**src/rtl/scr1_mem_arbiter_pkg.sv**
```systemverilog
// ---------------------------------------------------------------------------
// scr1_mem_arbiter_pkg
//   Shared scr1 memory-interface definitions: response codes, command and
//   access-width encodings, bus widths, and a small helper that tells
//   whether a response code ends a transfer.
// ---------------------------------------------------------------------------
package scr1_mem_arbiter_pkg;

  localparam int unsigned SCR1_MEM_AWIDTH = 32;
  localparam int unsigned SCR1_MEM_DWIDTH = 32;

  // Response codes
  localparam logic [1:0] SCR1_MEM_RESP_NOTRDY = 2'b00;
  localparam logic [1:0] SCR1_MEM_RESP_RDY_OK = 2'b01;
  localparam logic [1:0] SCR1_MEM_RESP_RDY_ER = 2'b10;

  // Command encoding
  localparam logic SCR1_MEM_CMD_RD = 1'b0;
  localparam logic SCR1_MEM_CMD_WR = 1'b1;

  // Access width encoding
  localparam logic [1:0] SCR1_MEM_WIDTH_BYTE  = 2'b00;
  localparam logic [1:0] SCR1_MEM_WIDTH_HWORD = 2'b01;
  localparam logic [1:0] SCR1_MEM_WIDTH_WORD  = 2'b10;

  // An OK or error response both complete the outstanding transfer.
  function automatic logic scr1_mem_resp_done(input logic [1:0] resp);
    return (resp == SCR1_MEM_RESP_RDY_OK) || (resp == SCR1_MEM_RESP_RDY_ER);
  endfunction

endpackage

```
**src/rtl/scr1_mem_arbiter_if.sv**
```systemverilog
// ---------------------------------------------------------------------------
// scr1_mem_arbiter_if
//   One scr1 memory port (request + response channel).
//   Handshake: a request is accepted in the cycle where req & req_ack = 1;
//   the requester holds req and its payload stable until that cycle.
//   Responses arrive later on resp/rdata (00 = none, 01 = OK, 10 = error).
//   modport master : drives req/cmd/width/addr/wdata, receives ack/resp
//   modport slave  : the opposite side
// ---------------------------------------------------------------------------
interface scr1_mem_arbiter_if;
  import scr1_mem_arbiter_pkg::*;

  logic                       req;
  logic                       cmd;
  logic [1:0]                 width;
  logic [SCR1_MEM_AWIDTH-1:0] addr;
  logic [SCR1_MEM_DWIDTH-1:0] wdata;
  logic                       req_ack;
  logic [SCR1_MEM_DWIDTH-1:0] rdata;
  logic [1:0]                 resp;

  modport master (
    output req, cmd, width, addr, wdata,
    input  req_ack, rdata, resp
  );

  modport slave (
    input  req, cmd, width, addr, wdata,
    output req_ack, rdata, resp
  );
endinterface

```
**src/rtl/scr1_arb_rr2.sv**
```systemverilog
// ---------------------------------------------------------------------------
// scr1_arb_rr2
//   Two-way grant with a priority pointer and a grant lock.
//   Ports:
//     clk, rst_n   : clock, asynchronous active-low reset
//     rr_en        : 1 = pointer moves to the other master after a handshake,
//                    0 = pointer stays on master 0 (fixed priority)
//     req0, req1   : master requests
//     s_req        : request actually presented on the shared port
//     s_req_ack    : shared port acknowledge
//     grant        : selected master (0 when nobody requests)
//     dbg_ptr      : priority pointer, dbg_lock : lock valid
// ---------------------------------------------------------------------------
module scr1_arb_rr2 (
  input  logic clk,
  input  logic rst_n,
  input  logic rr_en,
  input  logic req0,
  input  logic req1,
  input  logic s_req,
  input  logic s_req_ack,
  output logic grant,
  output logic dbg_ptr,
  output logic dbg_lock
);

  logic ptr;
  logic lock_vld;
  logic lock_mst;
  logic lock_hit;

  // The lock only holds while its master still requests.
  assign lock_hit = lock_vld && (lock_mst ? req1 : req0);

  always_comb begin
    grant = 1'b0;
    if (lock_hit) begin
      grant = lock_mst;
    end else if (req0 && req1) begin
      grant = ptr;
    end else if (req1) begin
      grant = 1'b1;
    end
  end

  always_ff @(posedge clk or negedge rst_n) begin
    if (!rst_n) begin
      ptr      <= 1'b0;
      lock_vld <= 1'b0;
      lock_mst <= 1'b0;
    end else begin
      // A presented but unacknowledged request pins the grant next cycle.
      lock_vld <= s_req && !s_req_ack;
      lock_mst <= grant;
      if (rr_en && s_req && s_req_ack) begin
        ptr <= ~grant;
      end
    end
  end

  assign dbg_ptr  = ptr;
  assign dbg_lock = lock_vld;

endmodule

```
**src/rtl/scr1_mem_arbiter.sv**
```systemverilog
// ---------------------------------------------------------------------------
// scr1_mem_arbiter
//   Shares one scr1 memory port between two masters, one transfer
//   outstanding at a time.
//   Ports:
//     clk, rst_n : clock, asynchronous active-low reset
//     m0, m1     : master-side ports (arbiter acts as their slave)
//     s          : shared port towards memory (arbiter acts as master)
//     dbg_state  : FSM state (0 = IDLE, 1 = BUSY)
//     dbg_owner  : master owning the outstanding transfer
//   Parameter SCR1_ARB_RR: 1 = round-robin, 0 = fixed priority (m0 wins).
//   A new request may issue while idle or in the cycle the outstanding
//   transfer completes, so completion and the next issue can overlap.
// ---------------------------------------------------------------------------
module scr1_mem_arbiter
  import scr1_mem_arbiter_pkg::*;
#(
  parameter int unsigned SCR1_ARB_RR = 1
) (
  input  logic                clk,
  input  logic                rst_n,
  scr1_mem_arbiter_if.slave   m0,
  scr1_mem_arbiter_if.slave   m1,
  scr1_mem_arbiter_if.master  s,
  output logic                dbg_state,
  output logic                dbg_owner
);

  typedef logic [0:0] arb_state_t;
  typedef logic       mst_sel_t;

  localparam arb_state_t ST_IDLE = 1'b0;
  localparam arb_state_t ST_BUSY = 1'b1;
  localparam mst_sel_t   MST_M0  = 1'b0;
  localparam mst_sel_t   MST_M1  = 1'b1;

  arb_state_t state;
  mst_sel_t   owner;
  mst_sel_t   grant;
  logic       resp_done;
  logic       window_open;
  logic       gnt_req;
  logic       s_req_int;
  logic       handshake;
  logic       busy_live;
  logic       arb_ptr;
  logic       arb_lock;

  scr1_arb_rr2 u_arb (
    .clk       (clk),
    .rst_n     (rst_n),
    .rr_en     (SCR1_ARB_RR != 0),
    .req0      (m0.req),
    .req1      (m1.req),
    .s_req     (s_req_int),
    .s_req_ack (s.req_ack),
    .grant     (grant),
    .dbg_ptr   (arb_ptr),
    .dbg_lock  (arb_lock)
  );

  assign resp_done   = scr1_mem_resp_done(s.resp);
  // rst_n gates the outputs so they go quiet in the same cycle reset lands.
  assign window_open = rst_n && ((state == ST_IDLE) || resp_done);
  assign gnt_req     = (grant == MST_M1) ? m1.req : m0.req;
  assign s_req_int   = window_open && gnt_req;
  assign handshake   = s_req_int && s.req_ack;

  // Request channel
  assign s.req   = s_req_int;
  assign s.cmd   = (grant == MST_M1) ? m1.cmd   : m0.cmd;
  assign s.width = (grant == MST_M1) ? m1.width : m0.width;
  assign s.addr  = (grant == MST_M1) ? m1.addr  : m0.addr;
  assign s.wdata = (grant == MST_M1) ? m1.wdata : m0.wdata;

  assign m0.req_ack = s.req_ack && window_open && (grant == MST_M0);
  assign m1.req_ack = s.req_ack && window_open && (grant == MST_M1);

  // Response channel: only the owner of a live transfer sees the response;
  // anything arriving while idle is dropped.
  assign busy_live = rst_n && (state == ST_BUSY);

  assign m0.resp  = (busy_live && owner == MST_M0) ? s.resp  : SCR1_MEM_RESP_NOTRDY;
  assign m0.rdata = (busy_live && owner == MST_M0) ? s.rdata : '0;
  assign m1.resp  = (busy_live && owner == MST_M1) ? s.resp  : SCR1_MEM_RESP_NOTRDY;
  assign m1.rdata = (busy_live && owner == MST_M1) ? s.rdata : '0;

  always_ff @(posedge clk or negedge rst_n) begin
    if (!rst_n) begin
      state <= ST_IDLE;
      owner <= MST_M0;
    end else if (handshake) begin
      state <= ST_BUSY;
      owner <= grant;
    end else if ((state == ST_BUSY) && resp_done) begin
      state <= ST_IDLE;
    end
  end

  assign dbg_state = state;
  assign dbg_owner = owner;

endmodule

```
**src/flat_wrapper.sv**
```systemverilog
// flat-port wrapper written by rule: the top's interface ports become plain ports
module scr1_mem_arbiter_flat import scr1_mem_arbiter_pkg::*;
#(
  parameter int unsigned SCR1_ARB_RR = 1
)
  (clk, rst_n, dbg_state, dbg_owner, m0_req, m0_cmd, m0_width, m0_addr, m0_wdata, m0_req_ack, m0_rdata, m0_resp, m1_req, m1_cmd, m1_width, m1_addr, m1_wdata, m1_req_ack, m1_rdata, m1_resp, s_req, s_cmd, s_width, s_addr, s_wdata, s_req_ack, s_rdata, s_resp);
  scr1_mem_arbiter_if m0_i ();
  scr1_mem_arbiter_if m1_i ();
  scr1_mem_arbiter_if s_i ();
  input  logic clk;
  input  logic rst_n;
  output logic dbg_state;
  output logic dbg_owner;
  input wire logic [$bits(m0_i.req)-1:0] m0_req;
  input wire logic [$bits(m0_i.cmd)-1:0] m0_cmd;
  input wire logic [$bits(m0_i.width)-1:0] m0_width;
  input wire logic [$bits(m0_i.addr)-1:0] m0_addr;
  input wire logic [$bits(m0_i.wdata)-1:0] m0_wdata;
  output wire logic [$bits(m0_i.req_ack)-1:0] m0_req_ack;
  output wire logic [$bits(m0_i.rdata)-1:0] m0_rdata;
  output wire logic [$bits(m0_i.resp)-1:0] m0_resp;
  input wire logic [$bits(m1_i.req)-1:0] m1_req;
  input wire logic [$bits(m1_i.cmd)-1:0] m1_cmd;
  input wire logic [$bits(m1_i.width)-1:0] m1_width;
  input wire logic [$bits(m1_i.addr)-1:0] m1_addr;
  input wire logic [$bits(m1_i.wdata)-1:0] m1_wdata;
  output wire logic [$bits(m1_i.req_ack)-1:0] m1_req_ack;
  output wire logic [$bits(m1_i.rdata)-1:0] m1_rdata;
  output wire logic [$bits(m1_i.resp)-1:0] m1_resp;
  output wire logic [$bits(s_i.req)-1:0] s_req;
  output wire logic [$bits(s_i.cmd)-1:0] s_cmd;
  output wire logic [$bits(s_i.width)-1:0] s_width;
  output wire logic [$bits(s_i.addr)-1:0] s_addr;
  output wire logic [$bits(s_i.wdata)-1:0] s_wdata;
  input wire logic [$bits(s_i.req_ack)-1:0] s_req_ack;
  input wire logic [$bits(s_i.rdata)-1:0] s_rdata;
  input wire logic [$bits(s_i.resp)-1:0] s_resp;
  assign m0_i.req = m0_req;
  assign m0_i.cmd = m0_cmd;
  assign m0_i.width = m0_width;
  assign m0_i.addr = m0_addr;
  assign m0_i.wdata = m0_wdata;
  assign m0_req_ack = m0_i.req_ack;
  assign m0_rdata = m0_i.rdata;
  assign m0_resp = m0_i.resp;
  assign m1_i.req = m1_req;
  assign m1_i.cmd = m1_cmd;
  assign m1_i.width = m1_width;
  assign m1_i.addr = m1_addr;
  assign m1_i.wdata = m1_wdata;
  assign m1_req_ack = m1_i.req_ack;
  assign m1_rdata = m1_i.rdata;
  assign m1_resp = m1_i.resp;
  assign s_req = s_i.req;
  assign s_cmd = s_i.cmd;
  assign s_width = s_i.width;
  assign s_addr = s_i.addr;
  assign s_wdata = s_i.wdata;
  assign s_i.req_ack = s_req_ack;
  assign s_i.rdata = s_rdata;
  assign s_i.resp = s_resp;
  scr1_mem_arbiter #(.SCR1_ARB_RR(SCR1_ARB_RR)) u_core (.clk(clk), .rst_n(rst_n), .m0(m0_i), .m1(m1_i), .s(s_i), .dbg_state(dbg_state), .dbg_owner(dbg_owner));
endmodule
```
**config.mk**
```make
export PLATFORM = sky130hd
export DESIGN_NAME = scr1_mem_arbiter_flat
export DESIGN_NICKNAME = d
export VERILOG_FILES = /design/src/rtl/scr1_mem_arbiter_pkg.sv /design/src/rtl/scr1_mem_arbiter_if.sv /design/src/rtl/scr1_arb_rr2.sv /design/src/rtl/scr1_mem_arbiter.sv /design/src/flat_wrapper.sv
export SDC_FILE = /design/constraint.sdc
export NUM_CORES = 1
export LEC_CHECK = 0
export ABC_AREA = 1
export ABC_CLOCK_PERIOD_IN_PS = 3800
export CAP_MARGIN = 15
export CELL_PAD_IN_SITES_DETAIL_PLACEMENT = 1
export CELL_PAD_IN_SITES_GLOBAL_PLACEMENT = 2
export CORE_AREA = 2 2 121 123
export DETAILED_ROUTE_END_ITERATION = 7
export DIE_AREA = 0 0 123 125
export DONT_BUFFER_PORTS = 1
export HOLD_SLACK_MARGIN = 0.05
export PLACE_DENSITY_LB_ADDON = 0.1
export SLEW_MARGIN = 25
export SYNTH_ARGS = -nofsm -noshare
export SYNTH_HDL_FRONTEND = slang
export SYNTH_SLANG_ARGS = --single-unit
```
**constraint.sdc**
```tcl
create_clock -name clk -period 3.8 [get_ports clk]
set_clock_uncertainty 0.15 [all_clocks]
set_input_delay 0.76 -clock clk [delete_from_list [all_inputs] [get_ports clk]]
set_output_delay 0.76 -clock clk [all_outputs]
set_load 0.02 [all_outputs]
```
==> key figures, run 1 <==
Run status
  – Status: finished, final reports clean

Die
  – Die width: around 120 um
  – Die Y-Extent: between 100 and 150 um
  – Site row count: 44
  – Num ports: 313
  – Full die area: between 15000 and 20000 um^2
  – Core box area: ~14000 um^2
  – Starting Density: 0.106

Timing
  – Crit share post-route: 0.772
  – Total negative slack: 0 ns
  – Slew @ Worst Pin: 0.418 ns
  – # setup viols final: 0
  – FMAX: 341 MHz
  – Tmin final: about 2.9 ns
  – Hold Vio Cnt, Final: 0
  – Final max-slew violation count: 0
  – Unrepaired setup endpoints after global routing: false
  – Worst slew margin: 0.721

Finish
  – Inserted Diodes: 0
  – Net count, final: 529
  – Area growth, synth to finish: 19.9%
  – Fillers: 1838
  – Share of layout cells above drive strength 1: 0.0563
  – Final core utilization: 0.127

Synth
  – Netlist Area Pre-Place: 1510 um^2
  – Register area share after synthesis: 0.0831
  – Post-Syn Nets: 530
  – Main combinational cell family by area after synthesis: simple AND/OR/NAND/NOR gates
  – Yosys Warn Count: 0
  – Mux share of post-synthesis cell area: 0
  – Yosys reg bits: 5
  – Average size of a mapped cell: 4.22 um^2
  – Compound-Gate Fraction of Synth Area: 0.00665
  – Post-Synth Simple-Gate Area: 0.732
  – Cell variety after synth: 16
  – Post-Synthesis Cells: between 300 and 400
  – Post-synthesis xor/xnor area fraction: 0
  – Adder-cell share of the synthesized area: 0

Global routing
  – Antenna violations before repair: 0
  – Vias in the first global route: 2004
  – Total track usage: 0.0858
  – Pin count of the biggest net entering global routing: between 40 and 50
  – Global-route wire length before repair: 10300 um
  – Total gr overflow: 0

Worst setup path
  – Slowest CP cell: buf_4
  – CP Class: primary input to output port
  – R2R depth: 7
  – Cells along the critical path: inv_1 -> a21oi_1 -> o21ai_1 -> nand2_2 -> inv_2 -> buf_4 -> nand2_1 -> nand2_1
  – CP endpoint: s_addr[9]
  – Worst-path fanout max: 42
  – CP required: about 2.9 ns
  – Critical Path AT: 2.02 ns
  – Worst Setup Start Kind: primary input
  – Crit path from: m0_req
  – Most used cell, CP: nand2_1
  – Reg2reg setup slack: around 2.2 ns
  – Reg2reg start: u_core.u_arb.dbg_lock
  – CP peak stage delay: roughly 0.38 ns
  – Critical Path Sink Type: output port
  – Reg2Reg Capture Point: u_core.dbg_owner

Detailed routing
  – Initial DRC count: 42
  – DR WL/cell: 14.3 um
  – Routed Antenna Nets: 0
  – TritonRoute pass-1 iters: 4
  – # DRC: 0
  – Routed wire length: 7720 um
  – Via/cell ratio: 3.98
  – Via Count: 2147

Clock network
  – Post-CTS sizing: 0
  – Root buffer cell: clkbuf_16
  – Hold buffers post-CTS: 0
  – Htree depth: 1
  – Worst-Skew Late Latency: 0.23 ns
  – Post-CTS setup buffer count: 0
  – CTS tree: yes
  – Reg clk slew, reported paths: about 0.030 ns
  – Clock Tree Buf Depth: 2
  – TritonCTS Buffers: 3
  – Clock sink total: 5

Power and ir drop
  – P_leak: 0.00118 uW
  – Pint: 268 uW
  – Worst vdd ir: approximately 85 uV
  – Net switching power: 350 uW
  – Clk network pwr share: 0.278
  – Sw frac: 0.567
  – Part of the power in registers: 0.121
  – Pwr Density: between 300 and 400 nW/um^2
  – Combinational share of power: 0.601

Placed design
  – DP HPWL: 6720 um
  – GP Congestion: 0.778
  – Port bufs: 0

Hold path
  – Worst Hold Class: primary input to asynchronous set/reset pin

Run
  – Number of max-cap violations: 0
-- logic make-up after synthesis --
family	count (synthesis)
and+or+nand+nor	289
buffers and inverters	61
DFF	5
AOI/OAI and AO/OA	2
-- worst min-delay path by stage --
stage                                       to  cells past startpoint                  from  slack [ns]
after detailed placement      u_core.dbg_owner                      0                 rst_n        0.32
after global placement        u_core.dbg_owner                      0                 rst_n        0.31
final                     u_core.u_arb.dbg_ptr                      0                 rst_n        0.08
after floorplan           u_core.u_arb.dbg_ptr                      2  u_core.u_arb.dbg_ptr        0.30
after CTS                 u_core.u_arb.dbg_ptr                      0                 rst_n        0.08
after global routing      u_core.u_arb.dbg_ptr                      0                 rst_n        0.07
-- layout by cell type, fill, tap and decap left out, drive strengths merged --
master and instances:
nor2 71, o21ai 1, nand3b 1, nand3 4
nand4 1, dfrtp 5, buf 14, nand2 211
a21oi 1, clkbuf 4, or2 1, inv 41
-- per-stage QoR --
stage               hold WS (ns)  cells  instance area (um^2)  power, uW  setup slack (ns)
floorplan                  0.299    357                  1510        402              1.31
CTS                       0.0790    539                  1800        631             0.791
finish                    0.0806    539                  1800        618             0.865
global route              0.0737    539                  1800        667             0.641
global placement           0.315    535                  1730        463             0.796
detailed placement         0.315    535                  1730        458             0.796
-- critical path: cells and delay by family --
| kind | cells | cell delay [ns] |
|---|---|---|
| simple gates | 3 | 0.60 |
| buf+inv | 3 | 0.53 |
| compound gates | 2 | 0.12 |
-- synth_stat cells --
master      n  share of area
nand2_1   210           0.52
nor2_1     71           0.18
inv_1      40           0.10
buf_2      11          0.037
clkbuf_1    5          0.012
dfrtp_1     5          0.083
nand3_1     4          0.013
buf_6       3          0.022
a21oi_1     1         0.0033
buf_4       1         0.0050
inv_2       1         0.0025
nand2_2     1         0.0042
nand3b_1    1         0.0050
nand4_1     1         0.0042
o21ai_1     1         0.0033
or2_2       1         0.0042
-- layer usage --
layer	up-vias	routed length (um)	GRT usage	share of wire
met2	180	4380	0.185	0.57
met3	6	941	0.0214	0.12
met4	0	118	0.0287	0.015
met5	-	0	0	0
li1	1016	-	-	-
met1	945	2270	0.0715	0.29
-- state kept, by name, summed over array words and instances, names as in the netlist --
register and count:
u_core.dbg_owner 1, u_core.dbg_state 1, u_core.u_arb.dbg_lock 1, u_core.u_arb.dbg_ptr 1
u_core.u_arb.lock_mst 1
-- power groups by stage --
stage	Combinational, uW	Clock, uW	Sequential, uW
after floorplan	330	0	71.3
after global routing	411	179	76.8
after detailed placement	381	0	76.6
final	371	172	74.9
after CTS	381	174	76.1
after global placement	387	0	76.4
-- final cells by class --
class,instances,area (um^2),area share
multi-input cells,291,1110,0.616
flip-flops and latches,5,125,0.0693
repair buffers,14,105,0.0583
well taps,184,230,0.128
inverters,41,154,0.0853
clock buffers,4,78.8,0.0437
Power figures use the tool's default switching activity.
==> inputs of run 2 (changes only) <==
--- a/config.mk
+++ b/config.mk
@@ -6,13 +6,13 @@
 export NUM_CORES = 1
 export LEC_CHECK = 0
 export ABC_AREA = 1
-export ABC_CLOCK_PERIOD_IN_PS = 3800
+export ABC_CLOCK_PERIOD_IN_PS = 2450
 export CAP_MARGIN = 15
 export CELL_PAD_IN_SITES_DETAIL_PLACEMENT = 1
 export CELL_PAD_IN_SITES_GLOBAL_PLACEMENT = 2
-export CORE_AREA = 2 2 121 123
+export CORE_AREA = 2 2 123 125
 export DETAILED_ROUTE_END_ITERATION = 7
-export DIE_AREA = 0 0 123 125
+export DIE_AREA = 0 0 125 127
 export DONT_BUFFER_PORTS = 1
 export HOLD_SLACK_MARGIN = 0.05
 export PLACE_DENSITY_LB_ADDON = 0.1
==> constraint.sdc (replaced) <==
create_clock -name clk -period 2.45 [get_ports clk]
set_clock_uncertainty 0.15 [all_clocks]
set_input_delay 0.49 -clock clk [delete_from_list [all_inputs] [get_ports clk]]
set_output_delay 0.49 -clock clk [all_outputs]
set_load 0.02 [all_outputs]
==> run 2 against run 1 <==
Net effect: non-clock buffer count is 61 higher; final cell count is 11% higher; critical path depth is 2 lower.
==> key figures, run 2 (same netlist as run 1, synthesis figures left out) <==
Timing
  – Crit share post-route: 0.912
  – Hold Vio Cnt, Final: 0
  – Slew @ Worst Pin: 0.359 ns
  – Worst slew margin: 0.760
  – FMAX: ~450 MHz
  – Unrepaired setup endpoints after global routing: false
  – Tmin final: 2.23 ns
  – # setup viols final: 0
  – Final max-slew violation count: 0
  – Total negative slack: 0 ns

Global routing
  – Vias in the first global route: roughly 2300
  – Pin count of the biggest net entering global routing: 69
  – Total gr overflow: 0
  – Antenna violations before repair: 0
  – Total track usage: 0.0970
  – Global-route wire length before repair: 12500 um

Worst setup path
  – R2R depth: 7
  – Reg2Reg Capture Point: u_core.dbg_owner
  – Critical Path AT: between 1.5 and 2 ns
  – CP endpoint: s_wdata[7]
  – Worst Setup Start Kind: flop
  – Most used cell, CP: nand2_1
  – CP Class: flop to output port
  – Crit path from: u_core.u_arb.dbg_lock
  – CP peak stage delay: about 0.38 ns
  – Worst-path fanout max: 68
  – Reg2reg start: u_core.u_arb.dbg_lock
  – Slowest CP cell: dfrtp_1
  – Critical Path Sink Type: output port
  – CP required: about 1.8 ns
  – Reg2reg setup slack: roughly 1.0 ns
  – Cells along the critical path: a21oi_1 -> o21ai_1 -> nand2_2 -> buf_12 -> nand2_1 -> nand2_1

Die
  – Core box area: 14400 um^2
  – Die Y-Extent: 127 um
  – Die width: between 100 and 150 um
  – Starting Density: 0.104
  – Full die area: between 15000 and 20000 um^2
  – Num ports: 313
  – Site row count: 44

Run
  – Number of max-cap violations: 0

Power and ir drop
  – Pint: 472 uW
  – Net switching power: 564 uW
  – Part of the power in registers: 0.110
  – Combinational share of power: 0.629
  – P_leak: 0.00152 uW
  – Clk network pwr share: 0.261
  – Pwr Density: about 450 nW/um^2
  – Sw frac: 0.544
  – Worst vdd ir: 188 uV

Detailed routing
  – # DRC: 0
  – Via Count: 2350
  – Via/cell ratio: roughly 4
  – WL met2: 4830 um
  – Routed wire length: 8780 um
  – Initial DRC count: 39
  – TritonRoute pass-1 iters: 4
  – Top sig layer: met4
  – DR WL/cell: 14.6 um
  – Routed Antenna Nets: 0
  – DRT met1 WL: 2900 um
  – DR WL met3: 946 um

Clock network
  – Htree depth: 1
  – TritonCTS Buffers: 3
  – Hold buffers post-CTS: 1
  – Clock Tree Buf Depth: 2
  – Post-CTS setup buffer count: 0
  – Root buffer cell: clkbuf_16
  – CTS tree: yes
  – Worst-Skew Late Latency: 0.23 ns
  – Post-CTS sizing: 0
  – Clock sink total: 5
  – Reg clk slew, reported paths: 0.03 ns

Hold path
  – Min-delay src: s_req_ack
  – Worst Hold Class: primary input to flop

Finish
  – Share of layout cells above drive strength 1: 0.192
  – Inserted Diodes: 0
  – Area growth, synth to finish: 52.1%
  – Net count, final: 590
  – Layout Cells excl Fill: 600
  – Commonest non-fill, non-tap cell in the layout: nand2_1
  – Most frequent cells in the layout: nand2_1, buf_4, nor2_1, inv_1, dfrtp_1

Placed design
  – GP Congestion: 0.754
  – Port bufs: 0
  – Placed cell count: 595
  – DP HPWL: 7370 um

Run status
  – Status: finished, final reports clean
[run 2: how the worst min path moves through the flow]
stage                                       end  slack, ns  depth (start not counted)
after floorplan                u_core.dbg_owner       0.04                          0
after global placement    u_core.u_arb.lock_mst       0.04                          0
after detailed placement  u_core.u_arb.dbg_lock       0.04                          0
after CTS                 u_core.u_arb.dbg_lock       0.17                          1
after global routing      u_core.u_arb.dbg_lock       0.18                          1
final                     u_core.u_arb.dbg_lock       0.18                          1
[run 2: cell type report]
| type | count | area [um^2] |
|---|---|---|
| flip-flops and latches | 5 | 125 |
| inverters | 41 | 154 |
| well taps | 184 | 230 |
| clock buffers | 4 | 78.8 |
| repair buffers | 75 | 591 |
| multi-input cells | 291 | 1110 |
| fillers | 1898 | 12100 |
[run 2: metal layers]
| metal | vias to the layer above | global-route usage |
|---|---|---|
| met1 | 1013 | 0.0971 |
| met3 | 6 | 0.0264 |
| met4 | 0 | 0.0209 |
| li1 | 1139 | - |
| met2 | 192 | 0.198 |
| met5 | - | 0 |
[run 2: power groups by stage]
stage	sequential [uW]	combinational [uW]	clock (uW)
after floorplan	111	513	0
final	114	651	270
after global placement	116	664	0
after CTS	115	668	273
after global routing	117	713	277
after detailed placement	116	663	0
[run 2: worst max-delay path: cells and delay by family (launching register included)]
family          cells  cell delay (ns)
flops               1             0.38
buf+inv             1             0.25
compound gates      2             0.26
simple gates        3             0.41
[run 2: through the flow]
| step | hold WS [ns] | cell area, um^2 | power, uW | worst slack (ns) | util |
|---|---|---|---|---|---|
| 2_1_floorplan | 0.0444 | 1510 | 623 | 0.497 | - |
| 3_3_place_gp | 0.0447 | 2200 | 780 | 0.385 | 0.153 |
| 3_5_place_dp | 0.0448 | 2200 | 779 | 0.386 | 0.153 |
| 4_1_cts | 0.174 | 2290 | 1060 | 0.238 | 0.159 |
| 5_1_grt | 0.181 | 2290 | 1110 | 0.0677 | 0.159 |
| 6_report | 0.177 | 2290 | 1040 | 0.217 | 0.159 |
==> inputs of run 3 (changes only) <==
--- a/config.mk
+++ b/config.mk
@@ -6,13 +6,13 @@
 export NUM_CORES = 1
 export LEC_CHECK = 0
 export ABC_AREA = 1
-export ABC_CLOCK_PERIOD_IN_PS = 2450
+export ABC_CLOCK_PERIOD_IN_PS = 2390
 export CAP_MARGIN = 15
 export CELL_PAD_IN_SITES_DETAIL_PLACEMENT = 1
 export CELL_PAD_IN_SITES_GLOBAL_PLACEMENT = 2
-export CORE_AREA = 2 2 123 125
+export CORE_AREA = 2 2 120 122
 export DETAILED_ROUTE_END_ITERATION = 7
-export DIE_AREA = 0 0 125 127
+export DIE_AREA = 0 0 122 124
 export DONT_BUFFER_PORTS = 1
 export HOLD_SLACK_MARGIN = 0.05
 export PLACE_DENSITY_LB_ADDON = 0.1
==> constraint.sdc (replaced) <==
create_clock -name clk -period 2.39 [get_ports clk]
set_clock_uncertainty 0.15 [all_clocks]
set_input_delay 0.478 -clock clk [delete_from_list [all_inputs] [get_ports clk]]
set_output_delay 0.478 -clock clk [all_outputs]
set_load 0.02 [all_outputs]
==> run 3 against run 2 <==
Net effect: final cell count grew 0.50%; count of clock-buffer cells in the layout did not move; routed wire length up 5.5%; setup slack worse by 0.070 ns; critical path depth is the same; die area shrank 4.7%; combinational power is 7.4% higher; critical endpoint is now s_addr[8]; largest cell class unchanged.
==> key figures, run 3 (same netlist as run 1, synthesis figures left out) <==
Detailed routing
  – Routed wire length: 9260 um
  – DR WL/cell: 15.4 um
  – Initial DRC count: 50
  – Via Count: between 2000 and 2500
  – TritonRoute pass-1 iters: 4
  – Via/cell ratio: 3.93
  – # DRC: 0
  – Routed Antenna Nets: 0

Power and ir drop
  – Pwr Density: 467 nW/um^2
  – Worst vdd ir: 193 uV
  – P_leak: 0.00155 uW

Clock network
  – Clock Tree Buf Depth: 2
  – TritonCTS Buffers: 3
  – Post-CTS setup buffer count: 0
  – Root buffer cell: clkbuf_16
  – Worst-Skew Late Latency: 0.23 ns
  – Clock sink total: 5
  – Htree depth: 1
  – Reg clk slew, reported paths: 0.04 ns
  – Hold buffers post-CTS: 1
  – CTS tree: yes
  – Post-CTS sizing: 0

Global routing
  – Total gr overflow: 0
  – Vias in the first global route: 2192
  – Antenna violations before repair: 0
  – Global-route wire length before repair: 12100 um
  – Total track usage: 0.102
  – Pin count of the biggest net entering global routing: 69

Worst setup path
  – CP Class: flop to output port
  – Worst-path fanout max: 68
  – Most used cell, CP: nand2_1
  – Critical Path AT: 1.62 ns
  – Buf+Inv Stages, Crit Path: 1
  – Cells along the critical path: a21oi_1 -> o21ai_1 -> nand2_2 -> buf_12 -> nand2_1 -> nand2_1
  – CP peak stage delay: roughly 0.38 ns
  – Worst Setup Start Kind: flop
  – Reg2reg setup slack: 0.94 ns
  – Largest delay contributor family on the critical path: simple AND/OR/NAND/NOR gates
  – Critical Path Sink Type: output port
  – Slowest CP cell: dfrtp_1
  – CP required: 1.76 ns

Hold path
  – Worst Hold Class: primary input to flop

Timing
  – Slew @ Worst Pin: ~0.36 ns
  – # setup viols final: 0
  – Final max-slew violation count: 0
  – Crit share post-route: 0.939
  – Worst slew margin: 0.757
  – Hold Vio Cnt, Final: 0
  – FMAX: 446 MHz
  – Unrepaired setup endpoints after global routing: false
  – Tmin final: 2.24 ns
  – Total negative slack: 0 ns

Die
  – Core box area: about 14000 um^2
  – Starting Density: 0.110
  – Die Y-Extent: 124 um
  – Die width: 122 um
  – Full die area: 15100 um^2
  – Site row count: 43
  – Num ports: about 310

Placed design
  – Placed cell count: 598
  – GP Congestion: 0.654
  – DP HPWL: 7990 um
  – Port bufs: 0

Finish
  – Share of layout cells above drive strength 1: 0.206
  – Commonest non-fill, non-tap cell in the layout: nand2_1
  – Area growth, synth to finish: 55.3%
  – Net count, final: 597
  – Layout Cells excl Fill: 603
  – Inserted Diodes: 0
  – Final core utilization: 0.170
  – Most frequent cells in the layout: nand2_1, buf_4, nor2_1, inv_1, dfrtp_1

Run
  – Number of max-cap violations: 0

Run status
  – Status: finished, final reports clean
==> run 3: changes by cell type in the layout (fill, tap and decap cells not counted), sizes merged <==
cell / change
buf: +7
==> run 3: final cells by class <==
cell class / count / area (um^2)
multi-input combinational: 291 / 1110
timing repair buffer: 82 / 643
sequential: 5 / 125
tap: 180 / 225
clock buffer: 4 / 78.8
inverter: 41 / 154
fill: 1811 / 11400
==> run 3: per-layer routing <==
layer  up-vias  GRT usage  routed length, um
met1      1046      0.103               3000
li1       1152          -                  -
met4         0     0.0108                 27
met3         2     0.0357               1140
met5         -          0                  0
met2       170      0.208               5090
==> run 3: worst reg2reg max path, cell delays in order (launching register included) <==
cell	delay, ns
dfrtp_1	0.38
a21oi_1	0.14
o21ai_1	0.09
nand2_2	0.11
inv_2	0.13
buf_4	0.19
nand2_1	0.10
nand2_1	0.06
==> run 3: where the power goes <==
group / leakage [uW] / total [uW] / internal, uW / switching, uW
Combinational: 0.00145 / 699 / 181 / 518
Clock: 0.0000382 / 277 / 221 / 55.4
Sequential: 0.0000630 / 117 / 97.7 / 18.8
==> run 3: worst paths after layout <==
kind,from,endpoint,cells past startpoint
min in group asynchronous,rst_n,u_core.u_arb.dbg_lock,1
setup / recovery,u_core.u_arb.dbg_lock,s_addr[8],6
max in group asynchronous,rst_n,u_core.u_arb.lock_mst,1
setup reg to reg,u_core.u_arb.dbg_lock,u_core.dbg_owner,7
hold reg to reg,u_core.u_arb.dbg_ptr,u_core.u_arb.dbg_ptr,2
hold / removal,s_req_ack,u_core.u_arb.dbg_lock,1
==> run 3: per-stage QoR <==
stage               total power, uW  hold WS (ns)  area [um^2]  setup WS (ns)
finish                         1090         0.166         2340          0.146
global route                   1170         0.165         2340         0.0138
CTS                            1120         0.164         2340          0.113
detailed placement              832        0.0326         2250          0.264
global placement                827        0.0327         2250          0.278
floorplan                       639        0.0324         1510          0.461
